## config.mk

```make
export PLATFORM = sky130hd
export DESIGN_NAME = image_downsampler
export DESIGN_NICKNAME = d
export VERILOG_FILES = /design/src/rtl/ds_pkg.sv /design/src/rtl/ds_line_acc.sv /design/src/rtl/image_downsampler.sv
export SDC_FILE = /design/constraint.sdc
export NUM_CORES = 1
export LEC_CHECK = 0
export CORE_ASPECT_RATIO = 1.25
export CORE_MARGIN = 1
export CORE_UTILIZATION = 44
export DETAILED_ROUTE_END_ITERATION = 6
export DONT_BUFFER_PORTS = 1
export HOLD_SLACK_MARGIN = 0.06
export PLACE_DENSITY = 0.55
export SETUP_SLACK_MARGIN = 0.05
export SYNTH_ARGS = -nofsm -noshare
export SYNTH_HDL_FRONTEND = slang
export SYNTH_SLANG_ARGS = --single-unit
```

## constraint.sdc

```tcl
create_clock -name clk -period 15 [get_ports clk]
set_input_delay 2.25 -clock clk [delete_from_list [all_inputs] [get_ports clk]]
set_output_delay 2.25 -clock clk [all_outputs]
set_load 0.02 [all_outputs]
```

## src/rtl/ds_pkg.sv

```systemverilog
// Shared FSM state type, mode encodings and accumulator sizing for image_downsampler.
package ds_pkg;

  typedef enum logic [1:0] {IDLE, RUN, FLUSH, DONE} ds_state_t;

  localparam logic MODE_DECIMATE = 1'b0;
  localparam logic MODE_AVERAGE  = 1'b1;

  // Floor log2; FACTOR is a power of two so this is exact for it.
  function automatic int log2i(input int v);
    int r;
    r = 0;
    for (int i = 1; i < 31; i++) begin
      if ((1 << i) <= v) r = i;
    end
    return r;
  endfunction

  // Wide enough to hold FACTOR*FACTOR full-scale samples without overflow.
  function automatic int acc_w(input int pix_w, input int factor);
    return pix_w + 2 * log2i(factor);
  endfunction

endpackage

```

## src/rtl/ds_line_acc.sv

```systemverilog
// Per-block-column accumulator line: one write port, one combinational read port, indexed by bx.
// No reset: the first line of each block row overwrites every entry before it is read.
module ds_line_acc #(
  parameter int DEPTH = 128,
  parameter int WIDTH = 10,
  parameter int IDX_W = 7
) (
  input  logic             clk,
  input  logic             wr_en,
  input  logic [IDX_W-1:0] wr_idx,
  input  logic [WIDTH-1:0] wr_data,
  input  logic [IDX_W-1:0] rd_idx,
  output logic [WIDTH-1:0] rd_data
);

  logic [WIDTH-1:0] mem [DEPTH];

  always_ff @(posedge clk) begin
    if (wr_en) mem[wr_idx] <= wr_data;
  end

  assign rd_data = mem[rd_idx];

endmodule

```

## src/rtl/image_downsampler.sv

```systemverilog
// Streaming FACTOR x FACTOR decimate/box-average downsampler; output registered 1 cycle after the block-completing input.
// Input stalls (in_ready low) whenever the output register is full and not being consumed; DS_ROUND_EN selects round-half-up averaging.
module image_downsampler
  import ds_pkg::*;
#(
  parameter int PIX_W    = 8,
  parameter int CHANNELS = 1,
  parameter int IMG_W    = 256,
  parameter int IMG_H    = 256,
  parameter int FACTOR   = 2
) (
  input  logic                      clk,
  input  logic                      rst_n,
  input  logic                      start,
  input  logic                      mode,
  input  logic                      in_valid,
  input  logic [CHANNELS*PIX_W-1:0] in_data,
  output logic                      in_ready,
  output logic                      out_valid,
  output logic [CHANNELS*PIX_W-1:0] out_data,
  input  logic                      out_ready,
  output logic                      busy,
  output logic                      done
);

  localparam int LF    = log2i(FACTOR);
  localparam int SH    = 2 * LF;
  localparam int ACC_W = acc_w(PIX_W, FACTOR);
  localparam int NBX   = IMG_W / FACTOR;
  localparam int BX_W  = (NBX > 1) ? $clog2(NBX) : 1;
  localparam int CW    = $clog2(IMG_W);
  localparam int RW    = $clog2(IMG_H);

  localparam logic [CW-1:0] COL_LAST = CW'(IMG_W - 1);
  localparam logic [RW-1:0] ROW_LAST = RW'(IMG_H - 1);
  localparam logic [LF-1:0] SUB_LAST = LF'(FACTOR - 1);
`ifdef DS_ROUND_EN
  localparam logic [ACC_W-1:0] RND = ACC_W'(1) << (SH - 1);
`else
  localparam logic [ACC_W-1:0] RND = '0;
`endif

  ds_state_t state;
  logic [CW-1:0] col;
  logic [RW-1:0] row;
  logic          mode_q;

  logic [LF-1:0]               sub_col, sub_row;
  logic [BX_W-1:0]             bx;
  logic                        accept, first, emit, wr_en;
  logic [CHANNELS*ACC_W-1:0]   rd_data, wr_data;
  logic [CHANNELS*PIX_W-1:0]   out_next;
  logic [ACC_W-1:0]            pix_ext, prev_acc, sum_acc;

  assign sub_col  = col[LF-1:0];
  assign sub_row  = row[LF-1:0];
  assign bx       = BX_W'(col >> LF);
  assign in_ready = (state == RUN) && (!out_valid || out_ready);
  assign accept   = in_valid && in_ready;
  assign first    = (sub_col == '0) && (sub_row == '0);
  assign emit     = accept && (sub_col == SUB_LAST) && (sub_row == SUB_LAST);
  assign wr_en    = accept && ((mode_q == MODE_AVERAGE) || first);

  ds_line_acc #(
    .DEPTH (NBX),
    .WIDTH (CHANNELS * ACC_W),
    .IDX_W (BX_W)
  ) u_line_acc (
    .clk     (clk),
    .wr_en   (wr_en),
    .wr_idx  (bx),
    .wr_data (wr_data),
    .rd_idx  (bx),
    .rd_data (rd_data)
  );

  // Averaging accumulates every pixel of the block straight into entry bx;
  // decimation keeps only the top-left pixel there until the block closes.
  always_comb begin
    wr_data  = '0;
    out_next = '0;
    pix_ext  = '0;
    prev_acc = '0;
    sum_acc  = '0;
    for (int c = 0; c < CHANNELS; c++) begin
      pix_ext  = ACC_W'(in_data[c*PIX_W +: PIX_W]);
      prev_acc = rd_data[c*ACC_W +: ACC_W];
      sum_acc  = first ? pix_ext : prev_acc + pix_ext;
      if (mode_q == MODE_AVERAGE) begin
        wr_data[c*ACC_W +: ACC_W]  = sum_acc;
        out_next[c*PIX_W +: PIX_W] = PIX_W'((sum_acc + RND) >> SH);
      end else begin
        wr_data[c*ACC_W +: ACC_W]  = pix_ext;
        out_next[c*PIX_W +: PIX_W] = prev_acc[PIX_W-1:0];
      end
    end
  end

  always_ff @(posedge clk) begin
    if (!rst_n) begin
      state     <= IDLE;
      col       <= '0;
      row       <= '0;
      mode_q    <= MODE_DECIMATE;
      out_valid <= 1'b0;
      out_data  <= '0;
      busy      <= 1'b0;
      done      <= 1'b0;
    end else begin
      done <= 1'b0;
      // A new block result may replace the one being consumed on the same edge.
      if (emit) begin
        out_valid <= 1'b1;
        out_data  <= out_next;
      end else if (out_ready) begin
        out_valid <= 1'b0;
      end
      case (state)
        IDLE: begin
          if (start) begin
            state  <= RUN;
            mode_q <= mode;
            busy   <= 1'b1;
            col    <= '0;
            row    <= '0;
          end
        end
        RUN: begin
          if (accept) begin
            if (col == COL_LAST) begin
              col <= '0;
              if (row == ROW_LAST) begin
                row   <= '0;
                state <= FLUSH;
              end else begin
                row <= row + RW'(1);
              end
            end else begin
              col <= col + CW'(1);
            end
          end
        end
        FLUSH: begin
          if (!out_valid || out_ready) begin
            state <= DONE;
            done  <= 1'b1;
          end
        end
        DONE: begin
          state <= IDLE;
          busy  <= 1'b0;
        end
        default: state <= IDLE;
      endcase
    end
  end

endmodule

```

==> impl_metrics.ini, run 1 <==
[run_status]
status = completed

[sta]
final-max-slew-violation-count = 0
timing.hold.ws_ns = 0.4968
skew_ns = 0.03077
finalHoldViolCount = 0
worst_pin_slew_ns = 1.327
slew_headroom = 0.1122
fmax_mhz = 126.0
min_period_over_period = 0.5292
rsz0062_at_grt = no
setup_violations = 0
period_minus_slack_ns = 7.938
fin_ws_ns = 7.062
fin_tns_setup_ns = 0

[final_layout]
drive_gt1_frac = 0.2749
final_cell_mix = edfxtp_1 (1,280), mux4_2 (381), nor2_1 (165), clkbuf_16 (139), buf_4 (113)
fillers = 9103
final_nets = 2499
regArea_um2 = 39200
final_util = 0.5017
final_common_cell = edfxtp_1
syn2layout_area_growth_pct = 12.56
final_cells = 4121
final_area_um2 = 57850
multi_input_area_um2 = 11680

[synthesis]
synth-async-reset-ratio = 0
synth_area_per_cell_um2 = 21.97
ys_warn_count = 0
ys_types = 54
syn_inst = 2339
yosysSeqAreaShare = 0.7623
ys_seq_elements = 1317
synth_ff_type = edfxtp_1
synth_edf_count = 1280
synth_nets = 2368
syn_area_um2 = 51390

[setup_path]
endpoint_kind = register
reg2reg_to = u_line_acc.mem[87][6]
crit_end = u_line_acc.mem[87][6]
cp_max_fo = 80
setup.worst_path.start_class = register
worstSetupPathType = reg -> reg
reg2reg_slack_ns = 7.06
critPathRequiredTime_ns = 15.40
r2r_cells = 16
crit_arrival_ns = 8.34

[power_and_ir_drop]
p_leak_nw = 17.15
p_total_mw = 8.105
ir_drop_uv = 89.40
power.density_nw_per_um2 = 140.1

[grt]
antenna_found_initial = 5
use_met3 = 0.04199
grt_use_total = 0.2196
grt_pass1_vias = 24670
grt_max_degree = 129
grt_remaining_overflow = 0
grtUsageMet1 = 0.2978
use_met2 = 0.3649
busiest_layer = met2
grt_first_pass_wirelength_um = 181600

[clock_tree]
cts-root-buf = clkbuf_16
numCtsBuffers = 131
clockBufferDepth = 3
cts_hold_buf = 0
clk_pin_slew_ns = 0.06
cts.repair.resized = 0
cts_setup_buffers = 0
cts_tree = yes
htreeDepth = 4
numClockSinks = 1317
insertion_delay_ns = 0.74

[routing]
drt-initial-drc-count = 2719
wire_per_inst_um = 30.95
vias = 24320
drt_wl_total_um = 127500
dr.pass1.iters = 5
drc_errors = 0
final_antenna_net_count = 0
routed_via_density = 5.901

[floorplan]
placementRows = 139
die_x_um = 307.7
fp.dieH_um = 384.1
io_pins = 26
coreArea_um2 = 115300
die-area_um2 = 118200
start_util = 0.4457

[placement]
dp_slack_ns = 6.960
globalplace.congestion = 0.8397
place_hpwl_um = 75620
dp.cells = 3887
placed_area_um2 = 53780
portBuffers = 0

[min_path]
hp-class = reg -> reg

[job]
drv_cap = 0
[synthesized netlist by cell type (3+ instances only)]
| master | count | area [um^2] |
|---|---|---|
| o221ai_1 | 4 | 35.03 |
| dfxtp_1 | 37 | 740.7 |
| ha_1 | 14 | 175.2 |
| nand2b_1 | 8 | 50.05 |
| nor3b_1 | 3 | 22.52 |
| mux2i_1 | 40 | 400.4 |
| inv_1 | 9 | 33.78 |
| nand2_1 | 57 | 214.0 |
| nor3_1 | 4 | 20.02 |
| mux2_2 | 16 | 180.2 |
| and2_1 | 3 | 18.77 |
| nor2b_1 | 12 | 75.07 |
| a32oi_1 | 4 | 35.03 |
| and3_1 | 11 | 68.82 |
| buf_2 | 37 | 185.2 |
| buf_1 | 11 | 41.29 |
| or3_1 | 7 | 43.79 |
| buf_4 | 6 | 45.04 |
| clkbuf_1 | 57 | 214.0 |
| a21o_1 | 3 | 22.52 |
| buf_6 | 9 | 101.4 |
| xnor2_1 | 5 | 43.79 |
| o32ai_1 | 3 | 26.28 |
| a31oi_1 | 5 | 31.28 |
| nand4_1 | 7 | 43.79 |
| xor2_1 | 10 | 87.58 |
| a21oi_1 | 24 | 120.1 |
| mux4_2 | 381 | 8581 |
| nor2_1 | 177 | 664.4 |
| a211oi_1 | 5 | 37.54 |
| o211ai_1 | 6 | 45.04 |
| nand3_1 | 23 | 115.1 |
| o21ai_0 | 17 | 85.08 |
| a22oi_1 | 14 | 105.1 |
| o21a_1 | 4 | 30.03 |
| edfxtp_1 | 1280 | 38440 |
[layer usage]
| layer | part of all wire | wire [um] | vias to the layer above |
|---|---|---|---|
| li1 | - | - | 10070 |
| met2 | 0.51 | 64620 | 822 |
| met1 | 0.41 | 52160 | 13280 |
| met5 | 0 | 0 | - |
| met4 | 0.020 | 2506 | 0 |
| met3 | 0.065 | 8262 | 147 |
[power by group]
group / total (mW) / internal (mW) / switching (mW)
logic: 0.761 / 0.296 / 0.466
clock network: 3.13 / 1.81 / 1.33
registers: 4.21 / 4.18 / 0.0291
total: 8.11 / 6.28 / 1.82
[flip-flops by register name, indices dropped and copies added, names as in the netlist, named ones only]
signal / cells
u_line_acc.mem: 1280
row: 8
col: 8
mode_q: 1
done: 1
state: 2
out_data: 8
busy: 1
out_valid: 1
[worst min-delay path by stage]
stage,startpoint,to,cells after the start
floorplan,row[5],row[5],2
global placement,row[5],row[5],2
detailed placement,row[7],row[7],2
CTS,row[5],row[5],2
global route,row[6],row[6],2
finish,row[5],row[5],2
[cells by family after synthesis]
family | Yosys count | synth area share
flops | 1317 | 0.7623
buf+inv | 130 | 0.01215
xor+xnor | 15 | 0.002556
compound gates | 105 | 0.01371
fa+ha+maj | 15 | 0.003798
mux | 437 | 0.1783
simple gates | 320 | 0.02724
[worst max-delay path, stage by stage (launching register included)]
cell and delay [ns]:
dfxtp_4 0.92, buf_4 0.81, buf_4 0.67, mux4_2 0.60
mux4_2 0.52, mux4_2 0.53, mux2_2 0.32, ha_1 0.22
fa_1 0.44, a21o_1 0.18, a21oi_1 0.23, o21bai_1 0.10
a21oi_1 0.22, xor2_1 0.11, o211ai_1 0.27, o21a_4 0.52
buf_4 0.73
[final cells by class]
type,instances,area share
diodes,5,0.0002163
clock buffers,174,0.06257
clock inverters,54,0.007332
inverters,10,0.0006488
multi-input cells,892,0.2019
flip-flops and latches,1317,0.6775
well taps,1551,0.03354
repair buffers,118,0.01624
(Power assumes the default switching activity.)
==> inputs of run 2 (changes only) <==
Clock period 15 ns to 8.3 ns, I/O delays scaled along.
==> run 2 against run 1 <==
Cell area is 0.80% higher. Critical path depth is 2 lower. Sequential power rose by 81%. Count of clock-buffer cells in the layout did not move. Setup slack lost 5.5 ns.
==> impl_metrics.ini, run 2 (same netlist as run 1, synthesis figures left out) <==
[power_and_ir_drop]
ir_drop_uv = 192.7
p_leak_nw = 17.36
power.density_nw_per_um2 = 252.3

[floorplan]
die-area_um2 = 118200
fp.dieH_um = 384.1
placementRows = 139
die_x_um = 307.7
coreArea_um2 = 115300
io_pins = 26
start_util = 0.4457

[setup_path]
worstSetupPathType = reg -> reg
setup.worst_path.start_class = register
reg2reg_to = u_line_acc.mem[85][7]
cpMostUsedCell = mux4_2
endpoint_kind = register
cp_max_fo = 128
path_cells = buf_4 > mux4_2 > mux4_2 > mux4_2 > mux2_2 > ha_1 > a21o_1 > a21oi_1 > nor2_1 > o31a_1 > o31ai_1 > a31oi_1 > nor2_4 > buf_4
crit_arrival_ns = 7.10
r2r_cells = 14
max_stage_delay_ns = 0.95
cp_slowest_cell = dfxtp_4
critPathRequiredTime_ns = 8.66
reg2reg_slack_ns = 1.55
crit_end = u_line_acc.mem[85][7]

[placement]
portBuffers = 0
place_hpwl_um = 78400
globalplace.congestion = 0.8591

[clock_tree]
numClockSinks = 1317
htreeDepth = 4
insertion_delay_ns = 0.75
clockBufferDepth = 3
cts.repair.resized = 0
cts_tree = yes
cts_hold_buf = 0
cts-root-buf = clkbuf_16
numCtsBuffers = 132
clk_pin_slew_ns = 0.06
cts_setup_buffers = 0

[grt]
grt_remaining_overflow = 0
antenna_found_initial = 7
grt_use_total = 0.2220
grt_pass1_vias = 25170
grt_max_degree = 129
grt_first_pass_wirelength_um = 183900

[min_path]
hp-class = reg -> reg

[routing]
dr.pass1.iters = 5
drt-initial-drc-count = 2727
final_antenna_net_count = 0
routed_via_density = 5.828
vias = 24240
drc_errors = 0
wire_per_inst_um = 30.88
drt_wl_total_um = 128400

[sta]
period_minus_slack_ns = 6.747
setup_violations = 0
skew_ns = 0.02348
final-max-slew-violation-count = 0
slew_headroom = 0.1470
fin_tns_setup_ns = 0
worst_pin_slew_ns = 1.280
rsz0062_at_grt = no
finalHoldViolCount = 0
fmax_mhz = 148.2
timing.hold.ws_ns = 0.5109
min_period_over_period = 0.8128

[final_layout]
fillers = 9099
largest_reg_flops = 1280
final_cell_mix = edfxtp_1 (1,280), mux4_2 (381), nor2_1 (144), clkbuf_16 (137), buf_4 (137)
final_common_cell = edfxtp_1
final_nets = 2533
regArea_um2 = 39200
regMostFlops = u_line_acc.mem
syn2layout_area_growth_pct = 13.46
multi_input_area_um2 = 11740
drive_gt1_frac = 0.2937
antenna_cells = 0

[job]
drv_cap = 0

[run_status]
status = completed
run 2: changes by cell type in the layout (fill, tap and decap cells not counted), moves of 2 or more:
cell        previous run  this run
buf_4                113       137
nor2_1               165       144
nor2_2                 8        29
buf_12                 4        14
diode_2                5         0
clkinv_8               0         4
clkinvlp_4             1         5
inv_6                  3         7
clkbuf_1              34        36
clkbuf_16            139       137
clkinv_2              15        13
run 2: worst min-delay path by stage:
stage / start / endpoint / slack, ns / cells after the start
after floorplan: row[5] / row[5] / 0.45 / 2
after global placement: row[5] / row[5] / 0.47 / 2
after detailed placement: row[5] / row[5] / 0.50 / 2
after CTS: row[5] / row[5] / 0.51 / 2
after global routing: row[6] / row[6] / 0.55 / 2
final: row[5] / row[5] / 0.51 / 2
run 2: power breakdown:
group | total [mW] | switching (mW) | internal (mW) | leakage, nW
combinational | 1.40 | 0.842 | 0.561 | 3.67
sequential | 7.61 | 0.0517 | 7.55 | 11.7
clock | 5.71 | 2.47 | 3.23 | 1.98
run 2: worst max-delay path, delay by kind of cell (launching register included):
kind                       cells  cell delay, ns
adders and majority gates      1            0.29
DFF                            1            0.95
and+or+nand+nor                2            0.23
AOI/OAI and AO/OA              5            1.19
buffers and inverters          2            1.38
muxes                          4            2.01
run 2: metal layers:
metal	global-route usage	part of all wire	up-vias
li1	-	-	10150
met4	0.06339	0.023	2
met3	0.04353	0.062	183
met1	0.2961	0.41	13110
met2	0.3715	0.51	790
met5	0	0.00010	-
run 2: cell type report:
| class | instances | area share |
|---|---|---|
| well taps | 1551 | 0.03328 |
| inverters | 10 | 0.0006437 |
| flip-flops and latches | 1317 | 0.6722 |
| clock buffers | 174 | 0.06135 |
| multi-input cells | 892 | 0.2012 |
| repair buffers | 151 | 0.02244 |
| clock inverters | 64 | 0.008883 |
run 2: through the flow:
step / std cells / utilization / instance area, um^2 / power [mW] / setup WS [ns]
global route: 4159 / 0.5057 / 58310 / 15.16 / 1.231
CTS: 4159 / 0.5057 / 58310 / 14.85 / 1.500
floorplan: 2339 / - / 51390 / 8.738 / 0.4775
detailed placement: 3921 / 0.4702 / 54220 / 9.168 / 1.554
global placement: 3921 / 0.4702 / 54220 / 9.125 / 1.723
finish: 4159 / 0.5057 / 58310 / 14.71 / 1.553
